$ cat src/rtl/simd_wb_buffer_pkg.sv
// Shared types and widths for the SIMD writeback buffer.
// Entries carry one result vector plus its regfile destination.
package simd_wb_buffer_pkg;
    localparam int VREG_W   = 256;
    localparam int RF_IDX_W = 5;
    localparam int RF_MUX_W = 2;

    typedef struct packed {
        logic [VREG_W-1:0]   data;
        logic [RF_IDX_W-1:0] idx;
        logic [RF_MUX_W-1:0] mux;
    } wb_entry_t;
endpackage

$ cat src/rtl/simd_wb_buffer_if.sv
// Vector regfile write port: the buffer is master,
// the regfile grants with wr_rdy.
interface simd_wb_buffer_if;
    import simd_wb_buffer_pkg::*;

    logic [VREG_W-1:0]   wr_data;
    logic                wr_v;
    logic [RF_IDX_W-1:0] wr_idx;
    logic [RF_MUX_W-1:0] wr_mux;
    logic                wr_rdy;

    modport master (
        output wr_data, wr_v, wr_idx, wr_mux,
        input  wr_rdy
    );

    modport slave (
        input  wr_data, wr_v, wr_idx, wr_mux,
        output wr_rdy
    );
endinterface

$ cat src/rtl/simd_wb_buffer_fifo.sv
// Synchronous FIFO of wb_entry_t with per-entry valid bits
// exposed so the owner can search pending destinations.
module simd_wb_fifo
    import simd_wb_buffer_pkg::*;
#(
    parameter int DEPTH = 4,
    parameter int PTR_W = 2
) (
    input  logic                  clk,
    input  logic                  rst_n,
    input  logic                  i_push,
    input  logic                  i_pop,
    input  wb_entry_t             i_wdata,
    output wb_entry_t             o_rdata,
    output logic                  o_full,
    output logic                  o_empty,
    output wb_entry_t [DEPTH-1:0] o_mem,
    output logic      [DEPTH-1:0] o_vld
);
    localparam logic [PTR_W:0] FULL_CNT = (PTR_W+1)'(DEPTH);
    localparam logic [PTR_W:0] ONE      = (PTR_W+1)'(1);

    logic [PTR_W-1:0]      wr_ptr_q, wr_ptr_d;
    logic [PTR_W-1:0]      rd_ptr_q, rd_ptr_d;
    logic [PTR_W:0]        count_q, count_d;
    logic [DEPTH-1:0]      vld_q, vld_d;
    wb_entry_t [DEPTH-1:0] mem_q;
    logic                  do_push, do_pop;

    assign o_full  = (count_q == FULL_CNT);
    assign o_empty = (count_q == '0);
    assign do_push = i_push && !o_full;
    assign do_pop  = i_pop && !o_empty;

    always_comb begin
        wr_ptr_d = wr_ptr_q;
        rd_ptr_d = rd_ptr_q;
        count_d  = count_q;
        vld_d    = vld_q;
        if (do_push) begin
            wr_ptr_d        = wr_ptr_q + 1'b1;
            vld_d[wr_ptr_q] = 1'b1;
        end
        if (do_pop) begin
            rd_ptr_d        = rd_ptr_q + 1'b1;
            vld_d[rd_ptr_q] = 1'b0;
        end
        unique case ({do_push, do_pop})
            2'b10:   count_d = count_q + ONE;
            2'b01:   count_d = count_q - ONE;
            default: count_d = count_q;
        endcase
    end

    always_ff @(posedge clk or negedge rst_n) begin
        if (!rst_n) begin
            wr_ptr_q <= '0;
            rd_ptr_q <= '0;
            count_q  <= '0;
            vld_q    <= '0;
        end else begin
            wr_ptr_q <= wr_ptr_d;
            rd_ptr_q <= rd_ptr_d;
            count_q  <= count_d;
            vld_q    <= vld_d;
        end
    end

    // Payload is left unreset; the valid gate below hides stale data.
    always_ff @(posedge clk) begin
        if (do_push) mem_q[wr_ptr_q] <= i_wdata;
    end

    assign o_rdata = vld_q[rd_ptr_q] ? mem_q[rd_ptr_q] : '0;
    assign o_mem   = mem_q;
    assign o_vld   = vld_q;
endmodule

$ cat src/rtl/simd_wb_buffer.sv
// Queues SIMD results for the vector regfile write port and
// answers RAW-hazard lookups against pending destinations.
module simd_wb_buffer
    import simd_wb_buffer_pkg::*;
#(
    parameter int DEPTH = 4,
    parameter int PTR_W = 2
) (
    input  logic                  clk,
    input  logic                  rst_n,
    input  logic [VREG_W-1:0]     i_data,
    input  logic                  i_data_v,
    input  logic [RF_IDX_W-1:0]   i_rf_idx,
    input  logic [RF_MUX_W-1:0]   i_rf_mux,
    output logic                  o_full,
    output logic                  o_ovf,
    simd_wb_buffer_if.master      wr,
    input  logic [RF_IDX_W-1:0]   i_chk_idx,
    input  logic [RF_MUX_W-1:0]   i_chk_mux,
    output logic                  o_chk_hit
);
    wb_entry_t             in_ent, head;
    wb_entry_t [DEPTH-1:0] mem;
    logic      [DEPTH-1:0] vld;
    logic                  empty, pop;
    logic                  ovf_q, ovf_d;

    assign in_ent = '{data: i_data, idx: i_rf_idx, mux: i_rf_mux};
    assign pop    = !empty && wr.wr_rdy;

    simd_wb_fifo #(
        .DEPTH (DEPTH),
        .PTR_W (PTR_W)
    ) u_fifo (
        .clk     (clk),
        .rst_n   (rst_n),
        .i_push  (i_data_v),
        .i_pop   (pop),
        .i_wdata (in_ent),
        .o_rdata (head),
        .o_full  (o_full),
        .o_empty (empty),
        .o_mem   (mem),
        .o_vld   (vld)
    );

    assign wr.wr_v    = !empty;
    assign wr.wr_data = head.data;
    assign wr.wr_idx  = head.idx;
    assign wr.wr_mux  = head.mux;

    always_comb begin
        ovf_d = ovf_q | (i_data_v & o_full);
    end

    always_ff @(posedge clk or negedge rst_n) begin
        if (!rst_n) ovf_q <= 1'b0;
        else        ovf_q <= ovf_d;
    end

    assign o_ovf = ovf_q;

    // A popping head is still pending until the edge, so it still hits.
    always_comb begin
        o_chk_hit = i_data_v && !o_full &&
                    (i_rf_idx == i_chk_idx) &&
                    (i_rf_mux == i_chk_mux);
        for (int i = 0; i < DEPTH; i++) begin
            if (vld[i] && mem[i].idx == i_chk_idx &&
                mem[i].mux == i_chk_mux)
                o_chk_hit = 1'b1;
        end
    end
endmodule

$ cat src/flat_wrapper.sv
// flat-port wrapper written by rule: the top's interface ports become plain ports
module simd_wb_buffer_flat import simd_wb_buffer_pkg::*;
#(
    parameter int DEPTH = 4,
    parameter int PTR_W = 2
)
  (clk, rst_n, i_data, i_data_v, i_rf_idx, i_rf_mux, o_full, o_ovf, i_chk_idx, i_chk_mux, o_chk_hit, wr_wr_data, wr_wr_v, wr_wr_idx, wr_wr_mux, wr_wr_rdy);
  simd_wb_buffer_if wr_i ();
  input  logic clk;
  input  logic rst_n;
  input  logic [VREG_W-1:0] i_data;
  input  logic i_data_v;
  input  logic [RF_IDX_W-1:0] i_rf_idx;
  input  logic [RF_MUX_W-1:0] i_rf_mux;
  output logic o_full;
  output logic o_ovf;
  input  logic [RF_IDX_W-1:0] i_chk_idx;
  input  logic [RF_MUX_W-1:0] i_chk_mux;
  output logic o_chk_hit;
  output wire logic [$bits(wr_i.wr_data)-1:0] wr_wr_data;
  output wire logic [$bits(wr_i.wr_v)-1:0] wr_wr_v;
  output wire logic [$bits(wr_i.wr_idx)-1:0] wr_wr_idx;
  output wire logic [$bits(wr_i.wr_mux)-1:0] wr_wr_mux;
  input wire logic [$bits(wr_i.wr_rdy)-1:0] wr_wr_rdy;
  assign wr_wr_data = wr_i.wr_data;
  assign wr_wr_v = wr_i.wr_v;
  assign wr_wr_idx = wr_i.wr_idx;
  assign wr_wr_mux = wr_i.wr_mux;
  assign wr_i.wr_rdy = wr_wr_rdy;
  simd_wb_buffer #(.DEPTH(DEPTH), .PTR_W(PTR_W)) u_core (.clk(clk), .rst_n(rst_n), .i_data(i_data), .i_data_v(i_data_v), .i_rf_idx(i_rf_idx), .i_rf_mux(i_rf_mux), .o_full(o_full), .o_ovf(o_ovf), .wr(wr_i), .i_chk_idx(i_chk_idx), .i_chk_mux(i_chk_mux), .o_chk_hit(o_chk_hit));
endmodule
$ cat config.mk
export PLATFORM = sky130hd
export DESIGN_NAME = simd_wb_buffer_flat
export DESIGN_NICKNAME = d
export VERILOG_FILES = /design/src/rtl/simd_wb_buffer_pkg.sv /design/src/rtl/simd_wb_buffer_if.sv /design/src/rtl/simd_wb_buffer_fifo.sv /design/src/rtl/simd_wb_buffer.sv /design/src/flat_wrapper.sv
export SDC_FILE = /design/constraint.sdc
export NUM_CORES = 1
export LEC_CHECK = 0
export ABC_AREA = 1
export BUFFER_PORTS_ARGS = -buffer_cell sky130_fd_sc_hd__buf_2
export CAP_MARGIN = 0
export CORE_UTILIZATION = 35
export CTS_CLUSTER_DIAMETER = 80
export CTS_CLUSTER_SIZE = 28
export DETAILED_ROUTE_END_ITERATION = 10
export PLACE_DENSITY = 0.55
export RECOVER_POWER = 50
export SLEW_MARGIN = 20
export SYNTH_ARGS = -nofsm -noshare
export SYNTH_HDL_FRONTEND = slang
export SYNTH_SLANG_ARGS = --single-unit
$ cat constraint.sdc
create_clock -name clk -period 16.25 [get_ports clk]
set_clock_uncertainty 0.1 [all_clocks]
set_input_delay 1.625 -clock clk [delete_from_list [all_inputs] [get_ports clk]]
set_output_delay 1.625 -clock clk [all_outputs]
set_load 0.03 [all_outputs]
# == Word-level counts from Yosys, hierarchy flattened ==
# Index checks and enable logic that the tools add are counted.
# totals
word_cells,81
register_bits,1064
output_inout_bits,267
input_bits,274
# op_classes
muxes,19
bitwise,5
order_cmp,4
eq_ne,13
n_reduce_logical,19
add_sub_neg,4
# op_table
cell,count
$bwmux W1052,1
$mux W263,3
$bmux W263 S2,1
$demux W263 S2,1
$eq A5 B5 Y1,5
$logic_and A1 B1 Y1,15
$eq A2 B2 Y1,5
$mux W4,2
$mux W1,7
$lt A2 B3 Y1 const B,2
$pmux W3 S2,1
$add A2 B1 Y2 const B,2
$and A4 B4 Y4,1
$demux W1 S2,2
$ge A2 B1 Y1 const B,2
$not A4 Y4,1
$or A4 B4 Y4,1
$add A3 B1 Y3 const B,1
$eq A3 B3 Y1 const B,1
$logic_not A3 Y1,1
$sub A3 B1 Y3 const B,1
$bmux W1 S2,1
$eq A2 B1 Y1 const B,1
$eq A2 B2 Y1 const B,1
4 further kinds,5

# == Logic depth before layout (Yosys ltp) ==
# depth
depth_word,9
depth_mapped,10
ltp_nobuf,10

# == Cells and area by module ==
# Synthesis repeated with hierarchy kept, for this count alone.
# unflattened
cells_unflattened,4667
area_unflattened_um2,45860.2
# by_module_without_submodules
mod,cells_each,instances,area_each_um2,seq_area_each_um2
simd_wb_fifo,4500,1,45159.6,31865.6
simd_wb_buffer,167,1,700.7,25.0

# == Worst setup path before layout ==
# OpenSTA, ideal clock, no wires.
# synth_path
kind,input -> register
from,in i_data_v
to,"reg u_core.u_fifo.mem_q, in the netlist u_core.u_fifo.o_mem[0] (enable)"
stages,2
path_buffers,0
path_slack_ps,2510
t_arrival_ps,12745
required_ps,15256
setup_ps,894
cell_sequence,nand2_1 nor2_1
# synth_between
elab_chain_len,1
# synth_lines
item,line,source
start: declaration,flat_wrapper.sv:12,input logic i_data_v;
$logic_and A1 B1 Y1,simd_wb_buffer_fifo.sv:32,assign do_push = i_push && !o_full;
end signal: indexed assignment,simd_wb_buffer_fifo.sv:71,if (do_push) mem_q[wr_ptr_q] <= i_wdata;
end: declaration,simd_wb_buffer_fifo.sv:27,wb_entry_t [DEPTH-1:0] mem_q;
# No other way between the ends.
# A chain may end at the register's enable or synchronous reset.

# == Worst setup path in the final report ==
# layout_path
from,in i_data_v
to,"reg u_core.u_fifo.mem_q, in the netlist u_core.u_fifo.o_mem[54] (enable)"
# The elaborated chain is that of the path after synthesis.

==> impl_metrics.tcl <==
set metrics [dict create \
    synth_area_um2 42020 \
    n_fill_cell 11390 \
    area.sequential_um2 31900 \
    finalHoldViolCount 0 \
    synthesis.instances 3329 \
    grt_pass1_wl_mm 153.8 \
    cts_hold_buf 0 \
    crit_end "u_core.u_fifo.o_mem[54]$_DFFE_PP_" \
    syn_to_final_growth_pct 14.22 \
    p_leak_nw 17.91 \
    core_area_um2 118600 \
    clkLatencyLatePin_ns 0.67 \
    period_minus_slack_ns 8.545 \
    finalSetupViolations 0 \
    die-area_um2 121400 \
    syn_area_per_cell_um2 12.62 \
    synth_area_leader_cell "edfxtp_1" \
    rsz0062_at_grt "no" \
    finalSetupTns_ns 0 \
    yosysWarnings 0 \
    start_util_pct 35.44 \
    overflow 0 \
    ys_seq_area_share_pct 75.90 \
    antenna_found_initial 20 \
    totalWireLength_mm 104.0 \
    outcome "finished, violations left" \
    multi_input_area_um2 8064 \
    cts_setup_buffers 0 \
    synth.distinct_cells 22 \
    reg2reg_from "u_core.u_fifo.count_q[0]$_DFFE_PN0P_" \
    tightest_slew_ns 8.727 \
    start_kind "primary input" \
    dr.pass1.iters 5 \
    drc 0 \
    r2r_slack_ns 8.19 \
    min_period_over_period_pct 52.58 \
    cts_buffers 57 \
    drive_above_1_share_pct 10.80 \
    power_density_nw_per_um2 205.9 \
    synth.net_count 3613 \
    synth-seq-cells 1064 \
    port_buffers 540 \
    max_freq_mhz 117.0 \
    cts_tree "yes" \
    slew_viol_final 241 \
    path_clk_slew_ns 0.08 \
    grt_pass1_vias 24780 \
    rows 126 \
    wl_per_cell_um 19.24 \
    worst_ep_arrival_time_ns 8.44 \
    ys_top_cells_by_area "edfxtp_1 (75%), o21ai_0 (6.4%), nor2_1 (4.9%)" \
    ant_nets 0 \
    die_h_um 348.5 \
    ios 541 \
    drv_cap 5 \
    cp_max_fo 127 \
    cts_resized 0 \
    dp_hpwl_mm 58.83 \
    r2r_cells 5 \
    grt_max_degree 199 \
    final_util_pct 40.48 \
    startpoint "i_data_v" \
    worstHoldPathType "register to register" \
    crit_required_ns 16.14 \
    track_usage_pct 16.49 \
    path_class "primary input to register" \
    nets 4041 \
    cts_root_buf "clkbuf_16" \
    place_congestion 0.7640 \
    cts_buffer_depth 3 \
    ir_worst_vdd_mv 0.1675 \
    fp.dieW_um 348.5 \
    drtIter0Drc 1922 \
    failed_checks "max-capacitance violations, max-slew violations" \
    rr_endpoint "u_core.u_fifo.o_mem[54]$_DFFE_PP_" \
    cts_num_sinks 1064 \
    synth_top_area_share_pct 75.18 \
    cts_htree_levels 2 \
    via_per_inst 4.862 \
    crit_path_end_kind "register" \
    max_slew_margin_pct -481.8 \
    vias 26290 \
]
[cells by family (layout without fill, tap and decap cells)]
kind of cell	count (synthesis)	count (layout)	synth area share, %
compound gates	814	814	10.47
flops	1064	1064	75.90
fa+ha+maj	10	10	0.3157
simple gates	913	913	8.168
xor+xnor	10	10	0.2084
buf+inv	518	987	4.943
other cells	0	9	0
[critical path: stages]
cell      delay (ns)
clkbuf_1        0.10
nand2_1         0.21
nor2_1          0.21
clkbuf_1        5.84
[cell type report]
class	instances	share of cell area, %
antenna	9	0.04693
multi-input combinational	1747	16.80
sequential	1064	66.46
clock buffer	62	3.100
inverter	313	2.479
tap	1600	4.171
timing repair buffer	574	5.613
clock inverter	38	1.324
[cells in the mapped netlist (all sizes together)]
cell type	number
nor2	548
xor2	6
nor3	1
ha	9
o22ai	257
edfxtp	1052
nand3	3
fa	1
a21o	1
xnor2	4
buf	65
clkbuf	140
dfrtp	12
inv	313
nand2	361
a21oi	15
o21ai	541
[report_power, final]
| group | leakage (nW) | internal, W | switching (W) |
|---|---|---|---|
| clock network | 1.01 | 0.000794 | 0.000966 |
| logic | 7.14 | 0.00105 | 0.00331 |
| registers | 9.76 | 0.00363 | 0.000136 |
| total | 17.9 | 0.00547 | 0.00441 |
[stage by stage]
stage | instances | area [um2] | power [W] | setup WS (ns) | hold WS [ns]
after floorplan | 3329 | 42020 | 0.007043 | 2.510 | 0.3465
after global placement | 5296 | 46200 | 0.008239 | 10.50 | 0.3414
after detailed placement | 5296 | 46200 | 0.008250 | 10.48 | 0.3433
after CTS | 5396 | 48330 | 0.01001 | 9.789 | 0.3625
after global routing | 5406 | 47990 | 0.01047 | 6.904 | 0.3934
final | 5407 | 47990 | 0.009882 | 7.705 | 0.3552
[metal layers]
layer	vias to the layer above	track usage, %	routed length [um]
met1	13020	21.34	44400
met2	561	28.12	52030
li1	12550	-	-
met5	-	0	161
met4	24	4.923	2135
met3	126	3.043	5277
[registers in the layout (all words and copies together), names as in the netlist]
signal                  cells
u_core.u_fifo.o_mem      1052
u_core.u_fifo.o_vld         4
u_core.u_fifo.count_q       3
u_core.u_fifo.rd_ptr_q      2
u_core.u_fifo.wr_ptr_q      2
u_core.o_ovf                1
[cells in the final DEF (no fill, tap or decap), drive strengths merged]
cell / synthesis / final
xnor2: 4 / 4
bufinv: 0 / 5
clkinv: 0 / 22
diode: 0 / 9
buf: 65 / 306
dfrtp: 12 / 12
fa: 1 / 1
xor2: 6 / 6
a21oi: 15 / 15
o22ai: 257 / 257
a21o: 1 / 1
ha: 9 / 9
o21ai: 541 / 541
clkbuf: 140 / 330
nand3: 3 / 3
nor3: 1 / 1
clkinvlp: 0 / 2
nor2: 548 / 548
edfxtp: 1052 / 1052
nand2: 361 / 361
inv: 313 / 322
[worst min-delay path by stage]
| stage | startpoint | to | slack, ns | cells past startpoint |
|---|---|---|---|---|
| floorplan | u_core.u_fifo.count_q[0]$_DFFE_PN0P_ | u_core.u_fifo.count_q[0]$_DFFE_PN0P_ | 0.35 | 1 |
| global placement | u_core.o_ovf$_DFF_PN0_ | u_core.o_ovf$_DFF_PN0_ | 0.34 | 1 |
| detailed placement | u_core.o_ovf$_DFF_PN0_ | u_core.o_ovf$_DFF_PN0_ | 0.34 | 1 |
| CTS | u_core.o_ovf$_DFF_PN0_ | u_core.o_ovf$_DFF_PN0_ | 0.36 | 1 |
| global route | u_core.o_ovf$_DFF_PN0_ | u_core.o_ovf$_DFF_PN0_ | 0.39 | 1 |
| finish | u_core.o_ovf$_DFF_PN0_ | u_core.o_ovf$_DFF_PN0_ | 0.36 | 1 |
Note: power is estimated with default switching activity, not from simulation.
